<file path="config.mk">
export PLATFORM = sky130hd
export DESIGN_NAME = cpu_sequencer
export DESIGN_NICKNAME = d
export VERILOG_FILES = /design/src/rtl/cpu_sequencer.sv
export SDC_FILE = /design/constraint.sdc
export NUM_CORES = 1
export LEC_CHECK = 0
export BUFFER_PORTS_ARGS = -buffer_cell sky130_fd_sc_hd__clkbuf_2
export CORE_AREA = 2 2 39 41
export CTS_BUF_LIST = sky130_fd_sc_hd__clkbuf_2 sky130_fd_sc_hd__clkbuf_4 sky130_fd_sc_hd__clkbuf_8
export CTS_CLUSTER_SIZE = 8
export DETAILED_ROUTE_END_ITERATION = 12
export DIE_AREA = 0 0 41 43
export GPL_TIMING_DRIVEN = 0
export PLACE_DENSITY = 0.52
export SLEW_MARGIN = 20
export SYNTH_ARGS = -nofsm -noshare
export SYNTH_HDL_FRONTEND = slang
export SYNTH_SLANG_ARGS = --single-unit
</file>
<file path="constraint.sdc">
create_clock -name clk -period 2 [get_ports clk]
set_input_delay 0.4 -clock clk [delete_from_list [all_inputs] [get_ports clk]]
set_output_delay 0.4 -clock clk [all_outputs]
set_load 0.05 [all_outputs]
</file>
<file path="src/rtl/cpu_sequencer.sv">
// cpu_sequencer: eight-phase control sequencer for the accumulator CPU.
// Decodes phase, opcode and zero into per-cycle control strobes.
module cpu_sequencer #(
  parameter bit HALT_STICKY = 1'b1,
  parameter int OPCODE_W    = 3
) (
  input  logic                clk,
  input  logic                rst_,
  input  logic [OPCODE_W-1:0] opcode,
  input  logic                zero,
  output logic                sel,
  output logic                rd,
  output logic                ld_ir,
  output logic                inc_pc,
  output logic                ld_pc,
  output logic                halt,
  output logic                data_e,
  output logic                ld_ac,
  output logic                wr,
  output logic [2:0]          phase
);

  typedef enum logic [2:0] {
    INST_ADDR  = 3'd0,
    INST_FETCH = 3'd1,
    INST_LOAD  = 3'd2,
    IDLE       = 3'd3,
    OP_ADDR    = 3'd4,
    OP_FETCH   = 3'd5,
    ALU_OP     = 3'd6,
    STORE      = 3'd7
  } phase_t;

  localparam logic [OPCODE_W-1:0] HLT = 3'd0;
  localparam logic [OPCODE_W-1:0] SKZ = 3'd1;
  localparam logic [OPCODE_W-1:0] ADD = 3'd2;
  localparam logic [OPCODE_W-1:0] AND = 3'd3;
  localparam logic [OPCODE_W-1:0] XOR = 3'd4;
  localparam logic [OPCODE_W-1:0] LDA = 3'd5;
  localparam logic [OPCODE_W-1:0] STO = 3'd6;
  localparam logic [OPCODE_W-1:0] JMP = 3'd7;

  phase_t state;
  logic   halted;
  logic   alu_op;
  logic   is_hlt;
  logic   is_skz;
  logic   is_sto;
  logic   is_jmp;

  assign phase  = state;
  assign is_hlt = (opcode == HLT);
  assign is_skz = (opcode == SKZ);
  assign is_sto = (opcode == STO);
  assign is_jmp = (opcode == JMP);
  assign alu_op = (opcode == ADD) || (opcode == AND) ||
                  (opcode == XOR) || (opcode == LDA);

  // A sticky halt freezes the phase at OP_ADDR until reset.
  always_ff @(posedge clk or negedge rst_) begin
    if (!rst_) begin
      state  <= INST_ADDR;
      halted <= 1'b0;
    end else if (!halted) begin
      if (HALT_STICKY && state == OP_ADDR && is_hlt)
        halted <= 1'b1;
      else
        state <= phase_t'(state + 3'd1);
    end
  end

  always_comb begin
    sel    = 1'b0;
    rd     = 1'b0;
    ld_ir  = 1'b0;
    inc_pc = 1'b0;
    ld_pc  = 1'b0;
    halt   = 1'b0;
    data_e = 1'b0;
    ld_ac  = 1'b0;
    wr     = 1'b0;
    if (halted) begin
      halt = 1'b1;
    end else begin
      unique case (state)
        INST_ADDR: begin
          sel = 1'b1;
        end
        INST_FETCH: begin
          sel = 1'b1;
          rd  = 1'b1;
        end
        INST_LOAD, IDLE: begin
          sel   = 1'b1;
          rd    = 1'b1;
          ld_ir = 1'b1;
        end
        OP_ADDR: begin
          inc_pc = 1'b1;
          halt   = is_hlt;
        end
        OP_FETCH: begin
          rd = alu_op;
        end
        ALU_OP: begin
          rd     = alu_op;
          inc_pc = is_skz && zero;
          ld_pc  = is_jmp;
          data_e = is_sto;
        end
        STORE: begin
          rd     = alu_op;
          ld_ac  = alu_op;
          ld_pc  = is_jmp;
          data_e = is_sto;
          wr     = is_sto;
        end
        default: begin
          sel = 1'b0;
        end
      endcase
    end
  end

endmodule

</file>
==> flow_summary.ini, run 1 <==
[run_status]
status = finished with violations
violations = negative setup slack

[cts]
cts_tree = yes
ctsLongestPathBuffers = 2
cts_made_buffers = 3
htreeDepth = 1
clkLatencyLatePin_ns = 0.24
path_clk_slew_ns = 0.05
cts_sinks = 4
root_buffer = clkbuf_4

[die]
pin_count = 18
coreArea_sq_mm = 0.001384
dieArea_sq_mm = 0.001763
die_h_um = 43
initial_core_util_pct = 26.76
die_w_um = 41
placementRows = 14

[worst_setup_path]
cp-start-kind = flop
cp-end-kind = output port
crit_fanout = 5
path_class = reg2out
cp_data_required_time_ns = 1.60
cp.arrival_ns = 1.67

[sta]
finalHoldViolations = 0
fin_ws_ns = -0.06953
setup_viol = 5
slew_headroom_pct = 80.55
tightest_slew_ns = 0.2880
drv_slew = 0
fmax_ghz = 0.4832
period_share_pct = 103.5
period_minus_slack_ns = 2.070
rsz0062_at_grt = true
holdWs_ns = 0.4961
clock_skew_ns = 0.009870

[grt]
grt-ovfl-total = 0
grt_max_degree = 11
grt_pass1_vias = 395
grt_pass1_wl_um = 1593
grt.total_usage_pct = 13.60
antenna_found_initial = 0

[final_layout]
layout_common_cells = clkbuf_2 (10), clkbuf_4 (5), buf_8 (5)
num_antenna_cells = 0
drive_gt1_share_pct = 72.73
syn_to_final_growth_pct = 95.95
mostFrequentLayoutCell = clkbuf_2
finalNetCount = 79

[yosys]
synth_area_sq_um = 370.4
yosys_warnings = 0
ys_ff_latch = 4
muxShareOfSynthArea_pct = 4.054
synth_cells = 42
yosysSeqAreaShare_pct = 27.03
synthDistinctLibCells = 20
syn_nets = 54
synth_top_family_by_area = simple AND/OR/NAND/NOR gates
synth-compound-area-share_pct = 15.20
yosys.area_share.adder_pct = 20.27
synth-simple-area-share_pct = 22.30
synth_area_per_cell_sq_um = 8.818
synth-xor-area-share_pct = 4.730

[placement]
gp_congestion = 0.6249
dp_hpwl_um = 725.2
io_buffers = 17

[drt]
drt_iter0_markers = 2
ant_nets = 0
wire_per_inst_um = 12.07
vias_per_cell = 4.695
num_vias = 385
firstDrtPassIters = 2
routed_wl_um = 990
drc_errors = 0

[run]
maxCapViolations = 0

[hold_path]
hold_path_class = in2async
==> through the flow <==
step	utilization [%]	instances	cell area, sq um	setup slack [ns]	setup TNS (ns)
global route	52.44	82	725.7	-0.1159	-0.4828
global placement	42.13	75	583.1	-0.05977	-0.05977
floorplan	-	42	478.0	-0.02956	-0.05933
finish	52.44	82	725.7	-0.06953	-0.1637
CTS	51.63	82	714.4	-0.09921	-0.3380
detailed placement	42.13	75	583.1	-0.06607	-0.06607
==> metal layers <==
metal  up-vias  part of all wire (%)  GRT usage, %
met5         -                     0             0
met4         0                   2.1         8.000
met3         2                   6.0         2.094
met2        14                    56         25.00
met1       175                    36         12.66
li1        194                     -             -
==> synthesized netlist by cell type <==
| cell type | n | area share [%] |
|---|---|---|
| mux2_4 | 1 | 4.1 |
| nor3_1 | 1 | 1.4 |
| buf_2 | 1 | 1.4 |
| or3_1 | 1 | 1.7 |
| nor2_1 | 5 | 5.1 |
| dfrtp_1 | 4 | 27 |
| nand2b_1 | 1 | 1.7 |
| o221ai_1 | 1 | 2.4 |
| a41oi_1 | 1 | 2.4 |
| inv_1 | 5 | 5.1 |
| nor4_1 | 2 | 3.4 |
| nor4b_1 | 1 | 2.4 |
| nand2_1 | 1 | 1.0 |
| a21oi_2 | 1 | 2.4 |
| ha_1 | 6 | 20 |
| nor2b_1 | 1 | 1.7 |
| o21ai_0 | 3 | 4.1 |
| xnor2_1 | 2 | 4.7 |
| a21oi_1 | 3 | 4.1 |
| nor4b_2 | 1 | 4.1 |
==> logic make-up after synthesis <==
family                   Yosys count
AND/OR/NAND/NOR                   14
AO/OA/AOI/OAI                      9
buffers and inverters              6
adder cells (fa/ha/maj)            6
flip-flops                         4
XOR/XNOR                           2
multiplexers                       1
==> worst paths after layout <==
check | startpoint | endpoint | slack (ns) | depth (start not counted)
hold / removal | rst_ | phase[0] | 0.50 | 2
max in group asynchronous | rst_ | phase[2] | 1.36 | 2
setup / recovery | phase[0] | sel | -0.07 | 5
setup reg to reg | phase[0] | phase[1] | 0.29 | 6
min in group clk | phase[1] | phase[1] | 0.64 | 1
hold reg to reg | phase[1] | phase[1] | 0.64 | 1
==> cell type report <==
cell class | instances | area [sq um]
fillers | 136 | 658.1
multi-input cells | 32 | 377.9
repair buffers | 20 | 165.2
inverters | 5 | 21.27
flip-flops and latches | 4 | 106.4
clock buffers | 4 | 30.03
plain buffers | 1 | 5.005
well taps | 16 | 20.02
==> registers in the layout, summed over array words and instances, names as in the netlist <==
| register | flops |
|---|---|
| halted | 1 |
| phase | 3 |
==> worst max-delay path: stages, from the launching register on <==
cell and delay (ns):
dfrtp_4 0.52, ha_2 0.20, or3_4 0.36, a21oi_2 0.14
nor2_2 0.05, buf_8 0.16
==> what timing repair did <==
| action | CTS | global route |
|---|---|---|
| endpoints found under the setup margin | 7 | 7 |
| gates resized for setup | 18 | 8 |
| gates cloned | 0 | 0 |
| hold endpoints to repair | 4 | 0 |
| buffers inserted | 2 | 0 |
| pin swaps | 2 | 1 |
| hold buffers | 1 | 0 |
Power of run 1 is not shown: default switching activity piles up to over one toggle a cycle in this logic, so the estimate is an artifact.
==> run 2, diff against run 1 <==
PLACE_DENSITY = default   (was 0.52)
PLACE_DENSITY_LB_ADDON = 0.1   (was default)
clock period = 2.3 ns   (was 2 ns; I/O delays follow)
==> run 2 against run 1 <==
  * Non-clock buffer count shrank 3
  * Cell count shrank 4.9%
  * The run now ends clean
  * Highest routed layer unchanged
  * Critical path type unchanged
  * Hold slack lost 0.47 ns
  * Clock skew shrank 0.0090 ns
  * Register-to-register slack gained 0.43 ns
  * Sequential share of layout area grew 2.9 points
==> flow_summary.ini, run 2 (same netlist as run 1, synthesis figures left out) <==
[grt]
grt_pass1_vias = 317
grt_max_degree = 11
grt.total_usage_pct = 11.09
antenna_found_initial = 0
grt_pass1_wl_um = 1283
grt-ovfl-total = 0

[cts]
path_clk_slew_ns = 0.04
cts_made_buffers = 3
cts_tree = yes
cts_hold_buffers = 0
clkLatencyLatePin_ns = 0.23
ctsLongestPathBuffers = 2
htreeDepth = 1
root_buffer = clkbuf_4
cts_sinks = 4

[final_layout]
syn_to_final_growth_pct = 55.74
drive_gt1_share_pct = 53.23
final_util_pct = 41.68
mostFrequentLayoutCell = clkbuf_2
layout_common_cells = clkbuf_2 (13), clkbuf_4 (6), inv_1 (5), nor2_1 (5), ha_1 (4)
num_antenna_cells = 0
finalNetCount = 76
largest_register_ffs = 3

[worst_setup_path]
cp-start-kind = flop
crit_buf_inv = 2
path_delay_family = simple AND/OR/NAND/NOR gates
crit_chain = inv_1, ha_2, or3_1, a21oi_1, nor2_1, buf_4
cp-end-kind = output port
cp_data_required_time_ns = 1.84
cp.arrival_ns = 1.70
path_depth = 6
slowest_stage = dfrtp_2
cp_slowest_stage_delay_ns = 0.40
cp-startpoint = phase[0]
rr_worst_depth = 5
reg2reg_from = phase[0]
path_class = reg2out
crit_fanout = 6

[sta]
slew_headroom_pct = 80.81
period_minus_slack_ns = 2.158
fmax_ghz = 0.4633
clock_skew_ns = 0.0009104
rsz0062_at_grt = true
period_share_pct = 93.84
setup_viol = 0
drv_slew = 0
tightest_slew_ns = 0.2871
finalHoldViolations = 0

[run]
maxCapViolations = 0

[die]
die_h_um = 43
pin_count = 18
die_w_um = 41
placementRows = 14
dieArea_sq_mm = 0.001763
initial_core_util_pct = 26.76
coreArea_sq_mm = 0.001384

[drt]
drt_iter0_markers = 3
ant_nets = 0
drc_errors = 0
num_vias = 372
wire_per_inst_um = 11.05
routed_wl_um = 862
vias_per_cell = 4.769
firstDrtPassIters = 2

[placement]
gp_congestion = 0.6182
io_buffers = 17
dp_hpwl_um = 692

[hold_path]
hold_path_class = in2async

[run_status]
status = complete, no violations
run 2: changes by cell type in the layout (fill, tap and decap cells not counted), moves of 3 or more:
cell | previous run | this run
buf_8 | 5 | 0
clkbuf_2 | 10 | 13
ha_1 | 1 | 4
ha_4 | 4 | 0
inv_1 | 2 | 5
run 2: metrics by stage:
| stage | setup WS, ns | setup TNS [ns] | cell area [sq um] | hold slack [ns] | cells |
|---|---|---|---|---|---|
| after floorplan | -0.1843 | -0.2823 | 420.4 | 0.1644 | 42 |
| after global placement | 0.2292 | 0 | 525.5 | 0.2702 | 75 |
| after detailed placement | 0.2350 | 0 | 525.5 | 0.2696 | 75 |
| after CTS | 0.01602 | 0 | 553.0 | 0.01640 | 78 |
| after global routing | -0.004416 | -0.004416 | 576.8 | 0.01608 | 78 |
| final | 0.1417 | 0 | 576.8 | 0.02473 | 78 |
run 2: layout make-up:
cell class              instances  area [sq um]
fillers                       156         807.0
multi-input cells              32         314.1
flip-flops and latches          4         101.3
repair buffers                 17         95.09
clock buffers                   3         22.52
well taps                      16         20.02
inverters                       5         18.77
plain buffers                   1         5.005
run 2: routing by layer:
layer	track usage (%)	part of all wire, %	vias to the layer above
met2	15.31	49	13
met4	8.000	1.4	0
li1	-	-	190
met5	0	0	-
met1	14.01	43	167
met3	3.141	6.7	2
run 2: final timing paths:
path,to,slack [ns]
worst max-delay path,sel,0.14
worst min-delay path,phase[2],0.02
worst max register to register,phase[1],0.72
worst min register to register,phase[1],0.60
max in group asynchronous,phase[0],2.14
min in group clk,phase[1],0.60
run 2: timing repair:
item / CTS / global route
gates resized for setup: 2 / 10
buffers inserted: 0 / 0
setup endpoints to repair: 2 / 6
Power of run 2 is left out for the same reason.
